## src/rtl/pipeline_ctrl.sv

```systemverilog
// Pipeline sequencer: per-stage enable/flush, PC-select and exception strobes for a 3-stage core,
// plus a saturating stall-cycle counter.
module pipeline_ctrl #(
  parameter int unsigned BUS_WIDTH    = 32,
  parameter int unsigned FLUSH_CYCLES = 1,
  parameter int unsigned MEM_TIMEOUT  = 255
) (
  input  logic                 clk,
  input  logic                 rst,
  input  logic                 br_taken_i,
  input  logic                 ld_use_i,
  input  logic                 mem_req_i,
  input  logic                 mem_ready_i,
  input  logic                 irq_i,
  input  logic                 irq_en_i,
  input  logic                 cnt_clr_i,
  output logic                 pc_en_o,
  output logic                 ifde_en_o,
  output logic                 ifde_flush_o,
  output logic                 demw_en_o,
  output logic                 demw_flush_o,
  output logic [1:0]           pc_sel_o,
  output logic                 epc_we_o,
  output logic                 irq_ack_o,
  output logic                 mem_err_o,
  output logic [BUS_WIDTH-1:0] stall_cnt_o
);

  localparam int unsigned TW = $clog2(MEM_TIMEOUT + 1);
  localparam int unsigned FW = $clog2(FLUSH_CYCLES + 1);

  localparam logic [TW-1:0] TMO_ONE    = TW'(1);
  localparam logic [TW-1:0] TMO_PENULT = TW'(MEM_TIMEOUT - 1);
  localparam logic [FW-1:0] REM_INIT   = FW'(FLUSH_CYCLES - 1);
  localparam logic [FW-1:0] REM_ONE    = FW'(1);

  localparam logic [1:0] SEL_SEQ = 2'b00;
  localparam logic [1:0] SEL_BR  = 2'b01;
  localparam logic [1:0] SEL_IRQ = 2'b10;
  localparam logic [1:0] SEL_ERR = 2'b11;

  typedef enum logic [2:0] {
    S_RUN,
    S_LD_BUBBLE,
    S_MEM_WAIT,
    S_FLUSH,
    S_ERR
  } state_t;

  state_t        state, state_nxt;
  logic [TW-1:0] tmo, tmo_nxt;
  logic [FW-1:0] rem, rem_nxt;
  logic          mem_stall;

  assign mem_stall = mem_req_i & ~mem_ready_i;

  // NOTE: sequential state uses non-blocking assignments so every flop samples pre-edge values.
  always_ff @(posedge clk or negedge rst) begin
    if (!rst) begin
      state <= S_RUN;
      tmo   <= '0;
      rem   <= '0;
    end else begin
      state <= state_nxt;
      tmo   <= tmo_nxt;
      rem   <= rem_nxt;
    end
  end

  // NOTE: every combinational output gets a default first so no path can infer a latch.
  always_comb begin
    state_nxt    = state;
    tmo_nxt      = tmo;
    rem_nxt      = rem;
    pc_en_o      = 1'b1;
    ifde_en_o    = 1'b1;
    demw_en_o    = 1'b1;
    ifde_flush_o = 1'b0;
    demw_flush_o = 1'b0;
    pc_sel_o     = SEL_SEQ;
    epc_we_o     = 1'b0;
    irq_ack_o    = 1'b0;
    mem_err_o    = 1'b0;

    if (state != S_MEM_WAIT && state != S_ERR && mem_stall) begin
      // A stalled memory access freezes the whole pipe and drops any flush still pending.
      pc_en_o   = 1'b0;
      ifde_en_o = 1'b0;
      demw_en_o = 1'b0;
      tmo_nxt   = TMO_ONE;
      if (MEM_TIMEOUT == 1) begin
        mem_err_o = 1'b1;
        state_nxt = S_ERR;
      end else begin
        state_nxt = S_MEM_WAIT;
      end
    end else begin
      case (state)
        S_RUN, S_LD_BUBBLE: begin
          state_nxt = S_RUN;
          if (br_taken_i) begin
            pc_sel_o     = SEL_BR;
            ifde_flush_o = 1'b1;
            if (FLUSH_CYCLES > 1) begin
              state_nxt = S_FLUSH;
              rem_nxt   = REM_INIT;
            end
          end else if (ld_use_i && state == S_RUN) begin
            pc_en_o      = 1'b0;
            ifde_en_o    = 1'b0;
            demw_flush_o = 1'b1;
            state_nxt    = S_LD_BUBBLE;
          end else if (irq_i && irq_en_i) begin
            pc_sel_o     = SEL_IRQ;
            ifde_flush_o = 1'b1;
            epc_we_o     = 1'b1;
            irq_ack_o    = 1'b1;
          end
        end

        S_MEM_WAIT: begin
          if (mem_ready_i) begin
            state_nxt = S_RUN;
          end else begin
            pc_en_o   = 1'b0;
            ifde_en_o = 1'b0;
            demw_en_o = 1'b0;
            tmo_nxt   = tmo + TW'(1);
            if (tmo == TMO_PENULT) begin
              mem_err_o = 1'b1;
              state_nxt = S_ERR;
            end
          end
        end

        S_FLUSH: begin
          ifde_flush_o = 1'b1;
          if (br_taken_i) begin
            pc_sel_o = SEL_BR;
            rem_nxt  = REM_INIT;
          end else begin
            rem_nxt = rem - REM_ONE;
            if (rem == REM_ONE) state_nxt = S_RUN;
          end
        end

        S_ERR: begin
          pc_sel_o     = SEL_ERR;
          ifde_flush_o = 1'b1;
          demw_flush_o = 1'b1;
          state_nxt    = S_RUN;
        end

        default: state_nxt = S_RUN;
      endcase
    end

    // Outputs follow reset immediately, not at the next edge.
    if (!rst) begin
      pc_en_o      = 1'b0;
      ifde_en_o    = 1'b0;
      demw_en_o    = 1'b0;
      ifde_flush_o = 1'b1;
      demw_flush_o = 1'b1;
      pc_sel_o     = SEL_SEQ;
      epc_we_o     = 1'b0;
      irq_ack_o    = 1'b0;
      mem_err_o    = 1'b0;
    end
  end

  always_ff @(posedge clk or negedge rst) begin
    if (!rst) begin
      stall_cnt_o <= '0;
    end else if (cnt_clr_i) begin
      stall_cnt_o <= '0;
    end else if (!pc_en_o && stall_cnt_o != '1) begin
      stall_cnt_o <= stall_cnt_o + BUS_WIDTH'(1);
    end
  end

endmodule

```

## config.mk

```make
export PLATFORM = sky130hd
export DESIGN_NAME = pipeline_ctrl
export DESIGN_NICKNAME = d
export VERILOG_FILES = /design/src/rtl/pipeline_ctrl.sv
export SDC_FILE = /design/constraint.sdc
export NUM_CORES = 1
export LEC_CHECK = 0
export ABC_CLOCK_PERIOD_IN_PS = 3600
export CAP_MARGIN = 5
export CORE_MARGIN = 8
export CORE_UTILIZATION = 50
export CTS_CLUSTER_SIZE = 28
export DETAILED_ROUTE_END_ITERATION = 8
export PLACE_DENSITY = 0.82
export SLEW_MARGIN = 15
export SYNTH_ARGS = -nofsm -noshare
export SYNTH_HDL_FRONTEND = slang
export SYNTH_SLANG_ARGS = --single-unit
```

## constraint.sdc

```tcl
create_clock -name clk -period 3.6 [get_ports clk]
set_clock_uncertainty 0.1 [all_clocks]
set_input_delay 0.72 -clock clk [delete_from_list [all_inputs] [get_ports clk]]
set_output_delay 0.72 -clock clk [all_outputs]
set_load 0.1 [all_outputs]
```

## Word-level counts from Yosys, hierarchy flattened

Index checks and enable logic that the tools add are counted.

- Register bits after elaboration: 44
- Latch bits: 0
- Bits in writable memories: 0
- Memory bits (read-only): 0
- Input port bits: 9
- Output and inout port bits: 42
- Word-level logic and storage cells: 86
- Memories: 0

- $add $sub $neg: 3
- Multipliers: 0
- Divide/modulo/power cells: 0
- Order comparisons: 0
- Equality and inequality tests: 12
- Shift-type cells: 0
- Multiplexer cells: 50
- Bitwise logic cells: 3
- Reduce and logical (&&, ||, !) cells: 14

Operator list:

| kind | count |
|---|---|
| $mux W32 | 2 |
| $add A32 B1 Y32 const B | 1 |
| $ne A32 B32 Y1 const B | 1 |
| $mux W1 | 30 |
| $mux W8 | 3 |
| $mux W3 | 5 |
| $mux W2 | 5 |
| $ne A3 B3 Y1 const B | 3 |
| $pmux W3 S3 | 1 |
| $add A8 B1 Y8 const B | 1 |
| $eq A8 B8 Y1 const B | 1 |
| $eq A3 B2 Y1 const B | 2 |
| $pmux W1 S2 | 3 |
| $pmux W2 S3 | 1 |
| $logic_and A1 B1 Y1 | 5 |
| $ne A4 B4 Y1 const B | 1 |
| $reduce_and A2 Y1 | 2 |
| $reduce_bool A2 Y1 | 2 |
| $reduce_or A2 Y1 | 2 |
| $eq A3 B1 Y1 const B | 1 |
| $eq A3 B3 Y1 const B | 1 |
| $logic_not A3 Y1 | 1 |
| $ne A3 B2 Y1 const B | 1 |
| $reduce_and A3 Y1 | 1 |
| 5 further kinds | 6 |

## Depth between registers and ports, before layout

Gate-level depths: netlist of run 1.

- Word-level depth: 11
- Gate-level depth with buffers: 9
- Mapped depth without buffers: 6

## Worst setup path before layout of run 1

No wires, ideal clock.

- Path type: input port to output port
- From: input port ld_use_i
- To: output port irq_ack_o
- Arrival: 3802 ps
- Data required time: 2780 ps
- Slack: -1022 ps
- Cell stages on the path: 5
- Buffers on the path: 1
- Cells stage by stage: or4b_4 and3_1 nand2_1 nor3_1 buf_4

- Cells in the longest elaborated chain, start to end: 6

RTL lines:

| element | RTL line | text |
|---|---|---|
| from (decl) | 11 | `input logic ld_use_i,` |
| $logic_and A1 B1 Y1 | 108 | `end else if (ld_use_i && state == S_RUN) begin` |
| $mux W1 (5 in a row) | - |  |
| to (decl) | 24 | `output logic irq_ack_o,` |

Every way passes these cells.

## Final worst setup path of run 1

- From: input port ld_use_i
- To: output port ifde_flush_o

- Cells in the longest elaborated chain, start to end: 6

RTL lines:

| element | RTL line | text |
|---|---|---|
| $logic_and A1 B1 Y1 | 108 |  |
| $mux W1 | 108 |  |
| $mux W1 | 101 | `if (br_taken_i) begin` |
| $pmux W1 S2 | 98 | `case (state)` |
| $mux W1 | 85 | `if (state != S_MEM_WAIT && state != S_ERR && mem_stall) begin` |
| $mux W1 | 159 | `if (!rst) begin` |
| to (decl) | 19 | `output logic ifde_flush_o,` |

Every way passes these cells.

==> flow_summary.ini, run 1 <==
[grt]
grt_pass1_wl_um = 11800
grt_overflow = 0
antenna_found_initial = 0
grt_max_degree = 25
grt_pass1_vias = 2514
track_usage_pct = 18.7

[layout]
design_area_um2 = 3380
utilization_pct = 62.9
final_layout_size_suffix_gt1_share_pct = 23.0
fillers = 461
multiInputGateArea_um2 = 1470
final_nets = 354
seq_area_um2 = 1100
antennaDiodeCount = 0
synthToLayoutAreaGrowth_pct = 24.5

[clock_network]
post_cts_buffers = 0
cts_made_buffers = 5
clock_path_buffers = 2
cts_resized = 0
cts_hold_buf = 0
clk_latency_ns = 0.30
clock-sinks = 44
clk_pin_slew_ns = 0.09
cts_root_buf = clkbuf_8
ctsHtreeMaxLevel = 2
tritoncts = built

[routing]
drcViolationCount = 0
drtIter0Drc = 141
firstDrtPassIters = 5
final_antenna_net_count = 0
drt-total-wl_um = 6970
routed_via_density = 6.15
num_vias = 2551
routedWlPerCell_um = 16.8

[critical_path]
r2r_setup_slack_ns = 0.76
reg2reg_depth = 7
start_kind = input pin
crit_type = in -> out
worstPathMaxFanout = 3
endpoint_kind = primary output
crit_arrival_ns = 2.59
worst_ep_required_time_ns = 2.78

[synthesis]
yosysSeqAreaShare_pct = 40.6
synth.most_common_cell = dfrtp_1
synth_ff_type = dfrtp_1
ys_async_sr_fraction_pct = 100
synth-seq-cells = 44
syn_inst = 295
synth_edf_count = 0
yosys-top-cells-area = dfrtp_1, o31ai_1, or4_1
syn_nets = 307
yosys.area.top_type = dfrtp_1
synth.avg_cell_area_um2 = 9.20
netlist.area_leader.share_pct = 40.6
ys_warn_count = 0
ys_types = 56
mappedNetlistArea_um2 = 2710
synth_common_cells = dfrtp_1, a21oi_1, nor2_1, nand2_1

[hold_path]
hold_class = in -> async

[sta]
setup_viol = 0
slew_headroom_pct = 35.2
setup_ws_ns = 0.188
rsz0062_at_grt = no
tightestPinTransition_ns = 0.969
hold_violations = 0
period_share_pct = 94.8
max_freq_mhz = 293
period_minus_slack_ns = 3.41
slew_viol_final = 0

[die]
dieArea_um2 = 8040
io_pins = 51
fp.dieW_um = 89.7
coreArea_um2 = 5370
initial_core_util_pct = 50.5
core.rowCount = 27
die_y_um = 89.7

[outcome]
status = finished clean

[power]
vdd_drop_max_mv = 0.174
p_leak_nw = 1.41
power_density_nw_per_um2 = 360
totalPowerFinal_mw = 1.22

[place]
gp_congestion = 0.823
pre_cts_ws_ns = 0.194
placed_area_um2 = 3270
dp_hpwl_um = 4970
port_buffers = 50

[run]
maxCapViolCount = 0
-- stage by stage --
step,std cells,TNS [ns],hold WS [ns]
6_report,415,0,0.232
5_1_grt,415,0,0.256
3_5_place_dp,407,0,0.414
4_1_cts,415,0,0.240
2_1_floorplan,295,-0.0563,0.324
3_3_place_gp,407,0,0.388
-- path summary, 6_finish.rpt --
check / from / endpoint
hold / removal: rst / stall_cnt_o[11]$_DFFE_PN0P_
setup / recovery: ld_use_i / ifde_flush_o
min in group clk: rem$_DFFE_PN0P_ / rem$_DFFE_PN0P_
max in group asynchronous: rst / tmo[2]$_DFFE_PN0P_
setup reg to reg: stall_cnt_o[0]$_DFFE_PN0P_ / stall_cnt_o[1]$_DFFE_PN0P_
hold reg to reg: rem$_DFFE_PN0P_ / rem$_DFFE_PN0P_
-- cells by family (layout without fill, tap and decap cells) --
family / after synthesis / in the layout / synth area share, %
muxes: 9 / 9 / 3.69
xor gates and xnor gates: 7 / 7 / 2.26
buffers and inverters: 25 / 73 / 5.58
AOI/OAI and AO/OA: 68 / 68 / 16.7
DFF: 44 / 44 / 40.6
and+or+nand+nor: 139 / 139 / 29.8
adders and majority gates: 3 / 3 / 1.38
-- layer usage --
| metal | global-route usage [%] | vias to the layer above | wire [um] |
|---|---|---|---|
| li1 | - | 1206 | - |
| met1 | 22.1 | 1224 | 2850 |
| met2 | 32.7 | 110 | 3480 |
| met3 | 4.09 | 11 | 503 |
| met4 | 5.89 | 0 | 132 |
| met5 | 0 | - | 0 |
-- area by class of cell --
class                      instances  share of cell area [%]
clock inverter                     2                    1.04
sequential                        44                    32.6
tap                               72                    2.67
inverter                           6                   0.667
timing repair buffer              59                    17.5
multi-input combinational        226                    43.4
clock buffer                       6                    2.15
-- critical path: stages --
cell and delay (ns):
clkdlybuf4s50_1 0.44, or4b_4 0.48, and3_1 0.23, o311ai_0 0.29
o211ai_1 0.21, buf_12 0.22
-- registers in the layout, summed over array words and instances (netlist names) --
register / cells
rem: 1
stall_cnt_o: 32
state: 3
tmo: 8
-- placed cells by master (no fill, tap or decap), drive strengths merged, types with 2 or more instances in the layout --
cell type      netlist  final
clkdlybuf4s50        0     10
and4                 2      2
mux2                 8      8
ha                   3      3
or3                  8      8
nor3                 6      6
or4                 18     18
clkbuf               4      6
inv                  6      6
nand2               21     21
and3                10     10
nand3                9      9
o211ai               2      2
nor2                26     26
buf                 13     49
nand4               13     13
nor2b                9      9
xor2                 6      6
a21o                 2      2
o31ai               18     18
o21ai               11     11
dfrtp               44     44
nor4                 9      9
nand2b               2      2
a21oi               25     25
-- power breakdown --
part	switching, mW	leakage [nW]	internal (mW)
Sequential	0.0368	0.605	0.519
Combinational	0.184	0.751	0.0970
Clock	0.172	0.0552	0.206
(Power assumes the default switching activity.)
==> run 2, diff against run 1 <==
--- a/config.mk
+++ b/config.mk
@@ -9,6 +9,7 @@
 export CAP_MARGIN = 5
 export CORE_MARGIN = 8
 export CORE_UTILIZATION = 50
+export CTS_BUF_LIST = sky130_fd_sc_hd__clkbuf_2 sky130_fd_sc_hd__clkbuf_4 sky130_fd_sc_hd__clkbuf_8
 export CTS_CLUSTER_SIZE = 28
 export DETAILED_ROUTE_END_ITERATION = 8
 export PLACE_DENSITY = 0.82
==> flow_summary.ini, run 2 (synthesis gave the netlist of run 1 again) <==
[outcome]
status = finished clean

[routing]
num_vias = 2545
routedWlPerCell_um = 16.8
firstDrtPassIters = 5
drtIter0Drc = 163
final_antenna_net_count = 0
routed_via_density = 6.13
drcViolationCount = 0
drt-total-wl_um = 6960

[place]
gp_congestion = 0.823
pre_cts_ws_ns = 0.194
port_buffers = 50
dp_hpwl_um = 4970
placed_area_um2 = 3270
dp_cells = 407

[power]
seqPwrFrac_pct = 45.4
p_leak_nw = 1.41
vdd_drop_max_mv = 0.175
power_density_nw_per_um2 = 362
power_switching_mw = 0.395
power.share.clock_pct = 31.7
power.share.switching_pct = 32.3
p_comb_share_pct = 22.9
intPower_mw = 0.830

[die]
fp.dieW_um = 89.7
die_y_um = 89.7
initial_core_util_pct = 50.5
io_pins = 51
dieArea_um2 = 8040
coreArea_um2 = 5370
core.rowCount = 27

[clock_network]
clock-sinks = 44
post_cts_buffers = 0
ctsHtreeMaxLevel = 2
cts_root_buf = clkbuf_8
clk_pin_slew_ns = 0.09
tritoncts = built
cts_hold_buf = 0
cts_resized = 0
clk_latency_ns = 0.30
clock_path_buffers = 2
cts_made_buffers = 5

[layout]
utilization_pct = 62.9
final_common_cell = dfrtp_1
largest_reg_flops = 32
final_cell_mix = dfrtp_1, buf_4, a21oi_1, nor2_1, nand2_1
regMostFlops = stall_cnt_o
reg_top3 = stall_cnt_o x32, tmo x8, state x3
final_nets = 354
design_area_um2 = 3380
instances_no_fill = 415
final_layout_size_suffix_gt1_share_pct = 23.3
synthToLayoutAreaGrowth_pct = 24.6
antennaDiodeCount = 0

[run]
maxCapViolCount = 0

[sta]
setup_viol = 0
hold_violations = 0
fin_tns_setup_ns = 0
slew_headroom_pct = 35.2
setup_ws_ns = 0.188
slew_viol_final = 0
rsz0062_at_grt = no
period_minus_slack_ns = 3.41
tightestPinTransition_ns = 0.969
max_freq_mhz = 293
period_share_pct = 94.8

[grt]
grt_pass1_wl_um = 11800
grt_overflow = 0
track_usage_pct = 18.7
antenna_found_initial = 0
grt_pass1_vias = 2514
grt_max_degree = 25

[critical_path]
crit_arrival_ns = 2.59
worst_ep_required_time_ns = 2.78
worstPathMaxFanout = 3
crit_type = in -> out
endpoint_kind = primary output
start_kind = input pin

[hold_path]
hold_class = in -> async
[run 2: cell count changes in the layout (fill, tap and decap cells not counted)]
cell      delta
clkbuf_1     -1
clkbuf_4     +1
[run 2: layer usage]
layer / GRT usage [%] / vias up / share of wire [%]
li1: - / 1206 / -
met1: 22.2 / 1225 / 42
met2: 32.7 / 99 / 49
met3: 4.09 / 15 / 6.7
met4: 5.89 / 0 / 2.1
met5: 0 / - / 0
[run 2: power groups by stage]
| stage | clock (mW) | sequential (mW) | combinational, mW |
|---|---|---|---|
| after floorplan | 0 | 0.576 | 0.178 |
| after global placement | 0 | 0.561 | 0.273 |
| after detailed placement | 0 | 0.565 | 0.280 |
| after CTS | 0.394 | 0.556 | 0.284 |
| after global routing | 0.409 | 0.562 | 0.303 |
| final | 0.388 | 0.556 | 0.281 |
[run 2: cell type report]
| class | instances | area, um^2 |
|---|---|---|
| clock inverter | 2 | 35.0 |
| multi-input combinational | 226 | 1470 |
| sequential | 44 | 1100 |
| timing repair buffer | 59 | 591 |
| inverter | 6 | 22.5 |
| fill | 464 | 1990 |
| clock buffer | 6 | 76.3 |
| tap | 72 | 90.1 |
[run 2: final timing paths]
| path | slack (ns) | cells past startpoint | to | start |
|---|---|---|---|---|
| setup / recovery | 0.19 | 6 | ifde_flush_o | ld_use_i |
| hold / removal | 0.23 | 1 | stall_cnt_o[11]$_DFFE_PN0P_ | rst |
| setup reg to reg | 0.76 | 7 | stall_cnt_o[1]$_DFFE_PN0P_ | stall_cnt_o[0]$_DFFE_PN0P_ |
| hold reg to reg | 0.43 | 1 | rem$_DFFE_PN0P_ | rem$_DFFE_PN0P_ |
| max in group asynchronous | 2.53 | 2 | tmo[2]$_DFFE_PN0P_ | rst |
| min in group clk | 0.43 | 1 | rem$_DFFE_PN0P_ | rem$_DFFE_PN0P_ |
[run 2: metrics by stage]
step | hold slack (ns) | total power, mW
2_1_floorplan | 0.324 | 0.754
3_3_place_gp | 0.388 | 0.835
3_5_place_dp | 0.414 | 0.845
4_1_cts | 0.238 | 1.23
5_1_grt | 0.255 | 1.27
6_report | 0.232 | 1.23
[run 2: worst max-delay path, cell delays in order]
cell and delay [ns]:
clkdlybuf4s50_1 0.44, or4b_4 0.48, and3_1 0.23, o311ai_0 0.29
o211ai_1 0.21, buf_12 0.22
